`src/rtl/hilo_muldiv.sv`:
```
// HI/LO multiply-divide unit: 32-cycle iterative shift-add multiply and restoring divide,
// plus MTHI/MTLO writes. Results land in hi/lo only when the operation finishes.
module hilo_muldiv (
    input  logic        clk,
    input  logic        reset_n,
    input  logic        start,
    input  logic [2:0]  op,
    input  logic [31:0] a,
    input  logic [31:0] b,
    output logic        busy,
    output logic        done,
    output logic        div_by_zero,
    output logic [31:0] hi,
    output logic [31:0] lo
);
    localparam logic [1:0] IDLE = 2'd0;
    localparam logic [1:0] CALC = 2'd1;
    localparam logic [1:0] FIX  = 2'd2;

    localparam logic [2:0] OP_MTHI = 3'b100;
    localparam logic [2:0] OP_MTLO = 3'b101;

    logic [1:0]  state;
    logic [4:0]  cnt;
    logic [63:0] acc;   // mult: {partial product, multiplier}; div: {remainder, dividend/quotient}
    logic [31:0] opnd;  // multiplicand or divisor magnitude
    logic        is_div, neg_q, neg_r;

    logic        md_req, signed_op, a_neg, b_neg;
    logic [31:0] a_mag, b_mag;
    logic [32:0] mul_sum, div_diff;
    logic [63:0] prod;
    logic [31:0] quo, rem;

    always_comb begin
        md_req    = start && !op[2];
        busy      = (state != IDLE) || (md_req && state == IDLE);
        signed_op = !op[0];
        a_neg     = signed_op && a[31];
        b_neg     = signed_op && b[31];
        a_mag     = a_neg ? -a : a;
        b_mag     = b_neg ? -b : b;
        mul_sum   = {1'b0, acc[63:32]} + (acc[0] ? {1'b0, opnd} : 33'd0);
        div_diff  = {acc[63:32], acc[31]} - {1'b0, opnd};
        prod      = neg_q ? -acc : acc;
        quo       = neg_q ? -acc[31:0] : acc[31:0];
        rem       = neg_r ? -acc[63:32] : acc[63:32];
    end

    always_ff @(posedge clk or negedge reset_n) begin
        if (!reset_n) begin
            state       <= IDLE;
            cnt         <= 5'd0;
            acc         <= 64'd0;
            opnd        <= 32'd0;
            is_div      <= 1'b0;
            neg_q       <= 1'b0;
            neg_r       <= 1'b0;
            done        <= 1'b0;
            div_by_zero <= 1'b0;
            hi          <= 32'd0;
            lo          <= 32'd0;
        end else begin
            done        <= 1'b0;
            div_by_zero <= 1'b0;
            case (state)
                IDLE: begin
                    if (start) begin
                        if (op == OP_MTHI) begin
                            hi <= a;
                        end else if (op == OP_MTLO) begin
                            lo <= a;
                        end else if (md_req) begin
                            if (op[1] && b == 32'd0) begin
                                // divide by zero completes immediately, hi/lo untouched
                                done        <= 1'b1;
                                div_by_zero <= 1'b1;
                            end else begin
                                state  <= CALC;
                                cnt    <= 5'd0;
                                is_div <= op[1];
                                neg_q  <= a_neg ^ b_neg;
                                neg_r  <= a_neg;
                                opnd   <= b_mag;
                                acc    <= {32'd0, a_mag};
                            end
                        end
                    end
                end
                CALC: begin
                    if (is_div) begin
                        if (!div_diff[32])
                            acc <= {div_diff[31:0], acc[30:0], 1'b1};
                        else
                            acc <= {acc[62:32], acc[31], acc[30:0], 1'b0};
                    end else begin
                        acc <= {mul_sum, acc[31:1]};
                    end
                    cnt <= cnt + 5'd1;
                    if (cnt == 5'd31)
                        state <= FIX;
                end
                FIX: begin
                    if (is_div) begin
                        lo <= quo;
                        hi <= rem;
                    end else begin
                        hi <= prod[63:32];
                        lo <= prod[31:0];
                    end
                    done  <= 1'b1;
                    state <= IDLE;
                end
                default: state <= IDLE;
            endcase
        end
    end
endmodule

```
`config.mk`:
```
export PLATFORM = sky130hd
export DESIGN_NAME = hilo_muldiv
export DESIGN_NICKNAME = d
export VERILOG_FILES = /design/src/rtl/hilo_muldiv.sv
export SDC_FILE = /design/constraint.sdc
export NUM_CORES = 1
export LEC_CHECK = 0
export ABC_CLOCK_PERIOD_IN_PS = 4000
export CAP_MARGIN = 20
export CORE_MARGIN = 2
export CORE_UTILIZATION = 30
export CTS_CLUSTER_SIZE = 8
export DETAILED_ROUTE_END_ITERATION = 10
export GPL_TIMING_DRIVEN = 0
export SYNTH_ARGS = -nofsm -noshare
export SYNTH_HDL_FRONTEND = slang
export SYNTH_SLANG_ARGS = --single-unit
```
`constraint.sdc`:
```
create_clock -name clk -period 4 [get_ports clk]
set_clock_uncertainty 0.1 [all_clocks]
set_input_delay 0.6 -clock clk [delete_from_list [all_inputs] [get_ports clk]]
set_output_delay 0.6 -clock clk [all_outputs]
set_load 0.01 [all_outputs]
```
==> metrics <==
DR DRC count 0; PnR worst setup slack 0.179 ns; Power Total 18000 uW; Post-Place Cells 2670; PD cells 1010 mW/mm^2; row count 81; clk_lat worst skew 0.48 ns; R2R depth 14; final cell count without fillers 2704; dominant cells by area after synthesis dfrtp_1 29%, o21ai_0 6.8%, xnor2_1 6.7%, nand2_1 6.2%, mux2i_1 6.1%; fin crit share 0.955; vias in the first global route 14100; Port Buffers 132; P&R area growth vs syn 19.2%; I/O Pins 137; clock root cell clkbuf_16; Primary FF master, synth dfrtp_1; synth cell count leaders 247 x nand2_1, 202 x o21ai_0, 172 x dfrtp_1, 162 x nor2_1, 146 x a21oi_1; #FFs+latches synth 172; fillers 5145; Max Cap Viol 0; DR vias 14700; RD Place Congestion 0.952; Chip Height 227 um; Synth async-reset ratio 1.00; die area 0.0514 sq mm; worst reg2reg path endpoint acc[58]; Sinks on Clock Net 172; fmax 0.262 GHz; peak supply drop 428 uV; antenna cells 0; CP endpoint acc[58]; RSZ-0062 raised after global routing false; relative slew slack 0.371; post-synth top area cell dfrtp_1; Hold Vio Cnt, Final 3; Core ar. 0.0490 sq mm; pin count of the biggest net entering global routing 97; mapped cell area 0.0149 sq mm; worst reg2reg setup slack 0.18 ns; placed cell area 0.0171 sq mm; initial antenna violation count 1; leakage power 0.00714 uW; Critical path origin acc[0]; nature of the critical path endpoint flop; Worst-path clk slew 0.07 ns; r2r startpoint acc[0]; Starting Density 0.304; first drt pass iteration count 6; Worst Tran Pin Value 0.944 ns; CTS tree built; CP max stage delay 0.50 ns; CTS max path bufs 2; outcome finished with violations; number of buffers and inverters on the critical path 3; final slew viol count 0; Syn. warnings 0; WP depth 14; slowest cell on the critical path dfrtp_1; first-pass GRT wire length 85600 um; Post-synth EDFFs 0; worst path required time 4.22 ns; grt total ovfl 0; number of DRC markers in iteration 0 1168; crit path cell chain inv_2 > clkbuf_2 > nor2_1 > ha_1 > a21oi_1 > o21ai_1 > o211ai_1 > a31oi_1 > a221oi_2 > buf_4 > o21ai_0 > a41oi_1 > xor2_1 > o221ai_1; register area 0.00430 sq mm; die span in x 227 um; min Tclk post-route 3.82 ns; Synth Area per Inst 7.94 sq um; Nets 2169; syn nets 2014; Worst Hold Slack -0.00621 ns; total routed wirelength 56800 um; HP Class in -> async; Post-CTS Hold Buffers 0; drt wl/cell 21.0 um; Vias/cell 5.42; WS Path Type reg -> reg; cell with the most instances after synthesis nand2_1; Multi-input gate area 0.00974 sq mm; Yosys top cell area share 0.289; Top Family by Delay on Critical Path compound AO/OA/AOI/OAI gates; post-synth cell types 86; layout cells sized above 1 0.0578; CP Launch Type flop; remaining antenna violation count 0; Final Cell Area 0.0177 sq mm; Max FO, Critical Path 10; Gate Count Post-Synth 1872; H-tree depth 4; Critical Path AT 4.04 ns; Final setup violation count 0; DP Wirelength 45000 um; sequential cell area fraction in the yosys report 0.289; Setup WS pre-CTS -0.467 ns; TNS Setup 0 ns; Total GRT Usage 0.222; cts bufs inserted 17; violated checks negative hold slack
==> how the worst min path moves through the flow <==
| stage | start | end | slack [ns] | cells past startpoint |
|---|---|---|---|---|
| after global placement | hi[8] | hi[8] | 0.37 | 2 |
| final | reset_n | lo[5] | -0.006 | 1 |
| after CTS | reset_n | lo[5] | 0.004 | 1 |
| after detailed placement | hi[11] | hi[11] | 0.37 | 2 |
| after global routing | reset_n | lo[5] | 0.03 | 1 |
| after floorplan | reset_n | acc[0] | 0.20 | 0 |
==> logic make-up (layout without fill, tap and decap cells) <==
logic type	after synthesis	count (layout)	synth area share
and+or+nand+nor	607	607	0.193
AOI/OAI and AO/OA	566	566	0.231
buffers and inverters	185	353	0.0574
xor gates and xnor gates	175	175	0.104
DFF	172	172	0.289
muxes	95	95	0.0643
adders and majority gates	72	72	0.0616
==> layout by cell type, fill, tap and decap left out, types with 68 or more instances in the layout <==
master             n
clkdlybuf4s50_1  131
nor2_1           162
inv_1             68
nand2_1          247
mux2i_1           91
clkbuf_1          71
dfrtp_1          172
xnor2_1          113
ha_1              70
a21oi_1          145
o21ai_0          201
==> metal layers <==
metal  up-vias  GRT usage  share of wire
li1       6976          -              -
met1      7028      0.291           0.44
met2       563      0.370           0.47
met3        97     0.0332          0.065
met4         0     0.0764          0.033
met5         -          0              0
==> where the power goes <==
group | switching [uW] | total (uW) | internal [uW]
sequential | 916 | 3490 | 2570
clock | 850 | 1860 | 1010
combinational | 7480 | 12600 | 5140
==> metrics by stage <==
step	util	hold slack [ns]
final	0.362	-0.00621
after CTS	0.362	0.00442
after detailed placement	0.349	0.369
after global routing	0.362	0.0271
after floorplan	-	0.204
after global placement	0.348	0.368
==> sequential cells by signal, indices dropped and copies added (netlist names) <==
register / flops
hi: 32
cnt: 5
is_div: 1
state: 2
div_by_zero: 1
done: 1
neg_q: 1
lo: 32
neg_r: 1
acc: 64
opnd: 32
==> cell type report <==
cell class,instances,share of cell area
Tap cell,664,0.0469
Buffer,116,0.0337
Timing Repair Buffer,136,0.0775
Sequential cell,172,0.243
Clock buffer,17,0.0240
Inverter,69,0.0146
Multi-Input combinational cell,1515,0.549
Clock inverter,15,0.0111
==> repair_timing <==
action                                  4_1_cts  5_1_grt
gates resized for setup                       6        4
endpoints found under the setup margin       10       35
setup buffers                                 1        1
pin swaps                                     1        1
(Power assumes the default switching activity.)
